--- src/rtl/sysmgr_pkg.sv ---
// rtl/sysmgr_pkg.sv - state encoding, default parameters and width helper for the reset sequencer
package sysmgr_pkg;

  localparam int N_CH_DEF      = 3;
  localparam int LOCK_FILT_DEF = 4;
  localparam int STRETCH_DEF   = 8;
  localparam int GAP_DEF       = 4;
  localparam int LOST_W_DEF    = 8;

  typedef enum logic [1:0] {
    ST_WAIT_LOCK = 2'd0,
    ST_STRETCH   = 2'd1,
    ST_RELEASE   = 2'd2,
    ST_RUN       = 2'd3
  } state_e;

  // Counter width for a terminal count of v; never narrower than one bit.
  function automatic int cnt_w(input int v);
    return $clog2((v < 2) ? 2 : v);
  endfunction

endpackage

--- src/rtl/sysmgr_sync2.sv ---
// rtl/sysmgr_sync2.sv - two-flop synchroniser for asynchronous status inputs
module sysmgr_sync2 (
  input  logic clk,
  input  logic rst,
  input  logic d,
  output logic q
);

  logic meta;

  always_ff @(posedge clk or posedge rst) begin
    if (rst) begin
      meta <= 1'b0;
      q    <= 1'b0;
    end else begin
      meta <= d;
      q    <= meta;
    end
  end

endmodule

--- src/rtl/sysmgr_rst_seq.sv ---
// rtl/sysmgr_rst_seq.sv - lock-gated reset sequencer releasing channels in index order
module sysmgr_rst_seq
  import sysmgr_pkg::*;
#(
  parameter int N_CH      = N_CH_DEF,
  parameter int LOCK_FILT = LOCK_FILT_DEF,
  parameter int STRETCH   = STRETCH_DEF,
  parameter int GAP       = GAP_DEF,
  parameter int LOST_W    = LOST_W_DEF
) (
  input  logic              clk,
  input  logic              rst,
  input  logic              pll_lock,
  input  logic              sw_rst_req,
  output logic [N_CH-1:0]   ch_rst,
  output logic              ready,
  output logic [LOST_W-1:0] lost_cnt,
  output logic [1:0]        state
);

  localparam int FILT_W = cnt_w(LOCK_FILT);
  localparam int STR_W  = cnt_w(STRETCH);
  localparam int GAP_W  = cnt_w(GAP);
  localparam int IDX_W  = cnt_w(N_CH);

  localparam logic [FILT_W-1:0] FILT_LAST = FILT_W'(LOCK_FILT - 1);
  localparam logic [STR_W-1:0]  STR_LAST  = STR_W'(STRETCH - 1);
  localparam logic [GAP_W-1:0]  GAP_LAST  = GAP_W'(GAP - 1);
  localparam logic [IDX_W-1:0]  IDX_LAST  = IDX_W'(N_CH - 1);

  logic lock_s;

  state_e              state_q, state_d;
  logic [FILT_W-1:0]   filt_q, filt_d;
  logic [STR_W-1:0]    str_q, str_d;
  logic [GAP_W-1:0]    gap_q, gap_d;
  logic [IDX_W-1:0]    idx_q, idx_d;
  logic [N_CH-1:0]     ch_rst_q, ch_rst_d;
  logic                ready_q, ready_d;
  logic [LOST_W-1:0]   lost_q, lost_d;

  sysmgr_sync2 u_lock_sync (
    .clk (clk),
    .rst (rst),
    .d   (pll_lock),
    .q   (lock_s)
  );

  always_ff @(posedge clk or posedge rst) begin
    if (rst) begin
      state_q  <= ST_WAIT_LOCK;
      filt_q   <= '0;
      str_q    <= '0;
      gap_q    <= '0;
      idx_q    <= '0;
      ch_rst_q <= '1;
      ready_q  <= 1'b0;
      lost_q   <= '0;
    end else begin
      state_q  <= state_d;
      filt_q   <= filt_d;
      str_q    <= str_d;
      gap_q    <= gap_d;
      idx_q    <= idx_d;
      ch_rst_q <= ch_rst_d;
      ready_q  <= ready_d;
      lost_q   <= lost_d;
    end
  end

  always_comb begin
    state_d  = state_q;
    filt_d   = filt_q;
    str_d    = str_q;
    gap_d    = gap_q;
    idx_d    = idx_q;
    ch_rst_d = ch_rst_q;
    ready_d  = ready_q;
    lost_d   = lost_q;

    if (state_q == ST_WAIT_LOCK) begin
      ch_rst_d = '1;
      ready_d  = 1'b0;
      if (!lock_s) begin
        filt_d = '0;
      end else if (filt_q == FILT_LAST) begin
        filt_d  = '0;
        state_d = ST_STRETCH;
      end else begin
        filt_d = filt_q + FILT_W'(1);
      end
    end else if (!lock_s) begin
      // Lock loss outranks a simultaneous software request.
      state_d  = ST_WAIT_LOCK;
      filt_d   = '0;
      str_d    = '0;
      gap_d    = '0;
      idx_d    = '0;
      ch_rst_d = '1;
      ready_d  = 1'b0;
      if (lost_q != {LOST_W{1'b1}}) lost_d = lost_q + LOST_W'(1);
    end else if (sw_rst_req) begin
      state_d  = ST_STRETCH;
      str_d    = '0;
      gap_d    = '0;
      idx_d    = '0;
      ch_rst_d = '1;
      ready_d  = 1'b0;
    end else begin
      case (state_q)
        ST_STRETCH: begin
          if (str_q == STR_LAST) begin
            str_d   = '0;
            idx_d   = '0;
            state_d = ST_RELEASE;
          end else begin
            str_d = str_q + STR_W'(1);
          end
        end
        ST_RELEASE: begin
          if (gap_q == GAP_LAST) begin
            gap_d           = '0;
            ch_rst_d[idx_q] = 1'b0;
            if (idx_q == IDX_LAST) begin
              idx_d   = '0;
              ready_d = 1'b1;
              state_d = ST_RUN;
            end else begin
              idx_d = idx_q + IDX_W'(1);
            end
          end else begin
            gap_d = gap_q + GAP_W'(1);
          end
        end
        default: ;
      endcase
    end
  end

  assign ch_rst   = ch_rst_q;
  assign ready    = ready_q;
  assign lost_cnt = lost_q;
  assign state    = state_q;

endmodule

--- config.mk ---
export PLATFORM = sky130hd
export DESIGN_NAME = sysmgr_rst_seq
export DESIGN_NICKNAME = d
export VERILOG_FILES = /design/src/rtl/sysmgr_pkg.sv /design/src/rtl/sysmgr_sync2.sv /design/src/rtl/sysmgr_rst_seq.sv
export SDC_FILE = /design/constraint.sdc
export NUM_CORES = 1
export LEC_CHECK = 0
export BUFFER_PORTS_ARGS = -buffer_cell sky130_fd_sc_hd__buf_4
export CELL_PAD_IN_SITES_DETAIL_PLACEMENT = 1
export CELL_PAD_IN_SITES_GLOBAL_PLACEMENT = 1
export CORE_MARGIN = 1.5
export CORE_UTILIZATION = 40
export CTS_CLUSTER_SIZE = 25
export DETAILED_ROUTE_END_ITERATION = 12
export PLACE_DENSITY_LB_ADDON = 0.05
export SLEW_MARGIN = 30
export SYNTH_ARGS = -nofsm -noshare
export SYNTH_HDL_FRONTEND = slang
export SYNTH_SLANG_ARGS = --single-unit
--- constraint.sdc ---
create_clock -name clk -period 2 [get_ports clk]
set_input_delay 0.5 -clock clk [delete_from_list [all_inputs] [get_ports clk]]
set_output_delay 0.5 -clock clk [all_outputs]
set_load 0.005 [all_outputs]
==> out/qor.yml, run 1 <==
grt:
  antenna_found_initial: 0
  grt_pass1_wl_um: 4388
  grt_pass1_vias: 964
  grt_max_degree: 17
  grt_use_total: 0.1649
  overflow: 0
finish:
  fin_area_um2: 1508
  diodes: 0
  drive_gt1_frac: 0.2593
  fin_nets: 150
  fillers: 342
  areaGrowthSynthToFinish_pct: 17.33
  instances_no_fill: 179
synth:
  syn-instance-count: 113
  yosysTopAreaCellShare: 0.4284
  syn-num-nets: 127
  synth_flop_cell: "dfrtp_1"
  yosysWarnings: 0
  yosys.area.top_type: "dfrtp_1"
  synth_edf_count: 0
  syn_avg_cell_area_um2: 11.37
  synth-seq-cells: 25
  async_flop_share: 1.000
  synth_area_um2: 1285
  synth_most_common_cell: "dfrtp_1"
  ys_types: 38
  synthTopCellsByArea: "dfrtp_1 (43%), ha_1 (9.7%), dfstp_2 (6.1%)"
  synth.top_cells.by_count: "dfrtp_1 (22), ha_1 (10), nand2b_1 (9)"
  seq_area_frac_synth: 0.4898
drt:
  ant_nets: 0
  drc: 0
  wl_um: 2524
  drtPass1Iterations: 4
  avgRoutedWirePerCell_um: 14.10
  drt_iter0_markers: 18
  num_vias: 898
  viasPerCell: 5.017
power_and_ir_drop:
  power_switching_mw: 0.6298
  seqPwrFrac: 0.425
  p_clk_frac: 0.140
  cellPowerDensity_nw_per_um2: 1112
  intPower_mw: 1.047
  power_frac_comb: 0.435
  p_sw_frac: 0.3756
  leakage_nw: 0.6987
  max-vdd-ir-drop_v: 0.0004818
place:
  portBuffers: 17
  hpwl_um: 1977
  dp_cells: 175
  gp_congestion: 0.7574
  dpl-instance-area_um2: 1478
sta:
  setup_viol: 0
  tns_ns: 0
  maxSlewHeadroom: 0.7421
  layout_min_cycle_time_ns: 1.756
  fmax_ghz: 0.5695
  drv_slew: 0
  finalCritPeriodShare: 0.8780
  hold_viol: 0
  tightest_slew_ns: 0.3864
  finClkSkew_ns: 0.01989
  rsz0062_at_grt: "no"
  hold_slack_ns: 0.1247
die:
  initial_utilization: 0.4209
  ioPinCount: 18
  dieArea_um2: 3562
  die_h_um: 59.68
  num_rows: 20
  core-area_um2: 3053
  die_x_um: 59.68
cts:
  cts_tree: "done"
  postCtsSetupRepairBufs: 0
  cts_root_buf: "clkbuf_4"
  clk_pin_slew_worst_paths_ns: 0.15
  numCtsBuffers: 3
  cts_htree_levels: 1
  post_cts_resized: 0
  hold_buffers: 0
  cts.path.max_buffers: 2
  clkLatencyLatePin_ns: 0.33
  cts_sinks: 25
critical_path:
  crit_fanout: 6
  cp.required_ns: 2.21
  start_kind: "flip-flop"
  rrSetupSlack_ns: 0.24
  worstSetupEndpointType: "flip-flop"
  crit_type: "flip-flop to flip-flop"
  cp.arrival_ns: 1.97
worst_hold_path:
  min_path_type: "input port to asynchronous set/reset pin"
job:
  drv_cap: 0
outcome:
  status: "finished, final reports clean"
-- cells by family after synthesis --
family                     synth area share
muxes                               0.04576
buffers and inverters               0.02142
DFF                                  0.4898
adders and majority gates           0.09737
and+or+nand+nor                      0.1694
AOI/OAI and AO/OA                    0.1353
xor gates and xnor gates            0.04090
-- worst max-delay path: stages, from the launching register on --
cell and delay [ns]:
dfrtp_1 0.46, inv_1 0.11, ha_1 0.29, nor2_2 0.14
and3_1 0.22, nand4_1 0.13, mux2_4 0.31
-- per-stage QoR --
stage                     total power [mW]  setup WS [ns]  utilization
final                                1.677         0.2441       0.4939
after global placement               1.424         0.3370       0.4840
after CTS                            1.708         0.2359       0.4939
after global routing                 1.833         0.1188       0.4939
after detailed placement             1.465         0.2494       0.4840
after floorplan                      1.197         0.4144            -
-- per-layer routing --
| metal | global-route usage | routed length [um] | vias up |
|---|---|---|---|
| li1 | - | - | 448 |
| met1 | 0.2268 | 1211 | 438 |
| met2 | 0.2640 | 1232 | 10 |
| met3 | 0.02597 | 60 | 2 |
| met4 | 0.05714 | 19 | 0 |
| met5 | 0 | 0 | - |
-- cells in the final DEF, fill, tap and decap left out, types with 3 or more instances in the layout --
master / instances
xnor2_1: 5
and3_1: 3
clkbuf_4: 3
o21ai_0: 4
a22o_1: 4
buf_4: 19
dfrtp_1: 22
nand3_1: 4
inv_1: 6
nand2b_1: 9
nand2_1: 7
dfstp_2: 3
ha_1: 10
mux2_2: 3
-- final cells by class --
cell class	count	area, um^2	area share
inverter	6	22.52	0.01494
clock buffer	3	22.52	0.01494
multi-input combinational	81	628.1	0.4166
clock inverter	1	7.507	0.004979
sequential	25	629.4	0.4174
tap	44	55.05	0.03651
timing repair buffer	19	142.6	0.09461
-- power groups by stage --
stage	Sequential (mW)	Clock (mW)	Combinational, mW
after detailed placement	0.726	0	0.739
after CTS	0.715	0.248	0.745
final	0.713	0.234	0.729
after global placement	0.717	0	0.706
after floorplan	0.707	0	0.490
after global routing	0.733	0.272	0.829
-- flip-flops by register name, summed over array words and instances (netlist names) --
signal	flops
lost_cnt	8
ch_rst	3
str_q	3
filt_q	2
gap_q	2
idx_q	2
state	2
ready	1
u_lock_sync.meta	1
u_lock_sync.q	1
-- final timing paths --
| path | to | depth (start not counted) | from |
|---|---|---|---|
| worst min-delay path | ready | 2 | rst |
| worst max-delay path | lost_cnt[7] | 6 | state[0] |
| worst max register to register | lost_cnt[7] | 6 | state[0] |
| min in group clk | u_lock_sync.meta | 1 | pll_lock |
| worst min register to register | u_lock_sync.q | 0 | u_lock_sync.meta |
| max in group asynchronous | state[0] | 3 | rst |
Power figures use the tool's default switching activity.
==> run 2, diff against run 1 <==
PLACE_DENSITY = 0.82   (was unset)
PLACE_DENSITY_LB_ADDON = unset   (was 0.05)
==> run 2 against run 1 <==
Net effect:
- first-iteration DRC count up 50%
- clock skew down 0.018 ns
- combinational power up 0.7%
- clock-buffer cell count up 1
- global-route usage up 1.3 points
- clock power down 4%
- highest routed layer unchanged
==> out/qor.yml, run 2 (synthesis results as in run 1) <==
outcome:
  status: "finished, final reports clean"
cts:
  clkLatencyLatePin_ns: 0.32  # about the same
  post_cts_resized: 0  # unchanged
  cts_htree_levels: 1  # unchanged
  cts_tree: "done"
  clk_pin_slew_worst_paths_ns: 0.13  # -0.02 ns
  postCtsSetupRepairBufs: 0  # unchanged
  cts_root_buf: "clkbuf_4"
  cts_sinks: 25  # unchanged
  cts.path.max_buffers: 2  # unchanged
  numCtsBuffers: 3  # unchanged
  hold_buffers: 0  # unchanged
critical_path:
  cp.arrival_ns: 1.99  # +0.02 ns
  worstSetupEndpointType: "flip-flop"
  crit_type: "flip-flop to flip-flop"
  r2r-end: "lost_cnt[7]"
  cp.required_ns: 2.22  # about the same
  rr_startpoint: "state[0]"
  reg2reg_depth: 6  # unchanged
  crit_path_end: "lost_cnt[7]"
  rrSetupSlack_ns: 0.23  # about the same
  crit_fanout: 6  # unchanged
  setup.worst_path.start: "state[0]"
  start_kind: "flip-flop"
power_and_ir_drop:
  p_total_mw: 1.675  # about the same
  intPower_mw: 1.049  # +0.20%
  p_clk_frac: 0.135  # -0.005
  p_sw_frac: 0.3738  # -0.001821
  cellPowerDensity_nw_per_um2: 1114  # +0.16%
  seqPwrFrac: 0.427  # +0.002
  leakage_nw: 0.6997  # +0.15%
  max-vdd-ir-drop_v: 0.0005810  # +21%
  power_switching_mw: 0.6262  # -0.57%
  power_frac_comb: 0.438  # +0.003
place:
  dpl-instance-area_um2: 1478  # unchanged
  dp_slack_ns: 0.2371  # -0.01235 ns
  portBuffers: 17  # unchanged
  gp_congestion: 0.8843  # +17%
  hpwl_um: 2118  # +7.2%
die:
  initial_utilization: 0.4209  # unchanged
  dieArea_um2: 3562  # unchanged
  ioPinCount: 18  # unchanged
  die_x_um: 59.68  # unchanged
  core-area_um2: 3053  # unchanged
  die_h_um: 59.68  # unchanged
  num_rows: 20  # unchanged
sta:
  fmax_ghz: 0.5664  # -0.55%
  hold_viol: 0  # unchanged
  hold_slack_ns: 0.2072  # +0.08256 ns
  drv_slew: 0  # unchanged
  rsz0062_at_grt: "no"
  setup_slack_ns: 0.2343  # -0.009739 ns
  tightest_slew_ns: 0.3205  # -0.06591 ns
  maxSlewHeadroom: 0.7863  # +0.04422
  layout_min_cycle_time_ns: 1.766  # +0.009739 ns
  finClkSkew_ns: 0.001908  # -0.01799 ns
  setup_viol: 0  # unchanged
  tns_ns: 0  # unchanged
  finalCritPeriodShare: 0.8828  # +0.004869
drt:
  drc: 0  # unchanged
  num_vias: 932  # +3.8%
  avgRoutedWirePerCell_um: 14.93  # +5.9%
  drtPass1Iterations: 3  # -1
  drt_iter0_markers: 27  # +9
  ant_nets: 0  # unchanged
  wl_um: 2672  # +5.9%
  viasPerCell: 5.207  # +3.8%
finish:
  diodes: 0  # unchanged
  fin_nets: 150  # unchanged
  mostFrequentLayoutCell: "dfrtp_1"
  areaGrowthSynthToFinish_pct: 17.04
  layout.cells.most_common_list: "dfrtp_1 (22), buf_4 (19), ha_1 (10), nand2b_1 (9), nand2_1 (7)"
  drive_gt1_frac: 0.2519  # -0.007407
  largest_reg_flops: 8  # unchanged
  fin_area_um2: 1504  # -0.25%
job:
  drv_cap: 0  # unchanged
grt:
  overflow: 0  # unchanged
  grt_max_degree: 26  # +9
  grt_use_total: 0.1784  # +0.01343
  grt_pass1_wl_um: 4761  # +8.5%
  antenna_found_initial: 0  # unchanged
  grt_pass1_vias: 1018  # +5.6%
worst_hold_path:
  min_path_type: "input port to asynchronous set/reset pin"
-- run 2: per-stage QoR --
step           std cells    util
2_1_floorplan        113       -
3_3_place_gp         175  0.4840
3_5_place_dp         175  0.4840
4_1_cts              179  0.4926
5_1_grt              179  0.4926
6_report             179  0.4926
-- run 2: cell type report --
cell class	instances	area (um^2)
Inverter	6	22.52
Tap cell	44	55.05
Clock buffer	4	26.28
Timing Repair Buffer	19	142.6
Multi-Input combinational cell	81	628.1
Sequential cell	25	629.4
Fill cell	362	1549
-- run 2: worst min path at each step --
stage | from | to | slack [ns]
after detailed placement | u_lock_sync.meta | u_lock_sync.q | 0.34
after CTS | rst | u_lock_sync.q | 0.21
after global placement | u_lock_sync.meta | u_lock_sync.q | 0.33
final | rst | filt_q[1] | 0.21
after global routing | rst | u_lock_sync.q | 0.23
after floorplan | u_lock_sync.meta | u_lock_sync.q | 0.33
-- run 2: critical path: stages, from the launching register on --
cell and delay, ns:
dfrtp_1 0.46, inv_1 0.12, ha_1 0.27, nor2_2 0.14
and3_1 0.22, nand4_1 0.15, mux2_4 0.32
-- run 2: power by group through the flow --
stage          registers [mW]  clock network (mW)  logic [mW]
3_3_place_gp            0.717                   0       0.700
3_5_place_dp            0.730                   0       0.737
4_1_cts                 0.718               0.243       0.743
2_1_floorplan           0.707                   0       0.490
6_report                0.715               0.225       0.734
5_1_grt                 0.736               0.258       0.832
-- run 2: per-layer routing --
layer | wire (um) | share of wire | global-route usage
met5 | 0 | 0 | 0
met4 | 31 | 0.012 | 0.06667
met3 | 72 | 0.027 | 0.02597
met2 | 1417 | 0.53 | 0.3214
met1 | 1150 | 0.43 | 0.2124
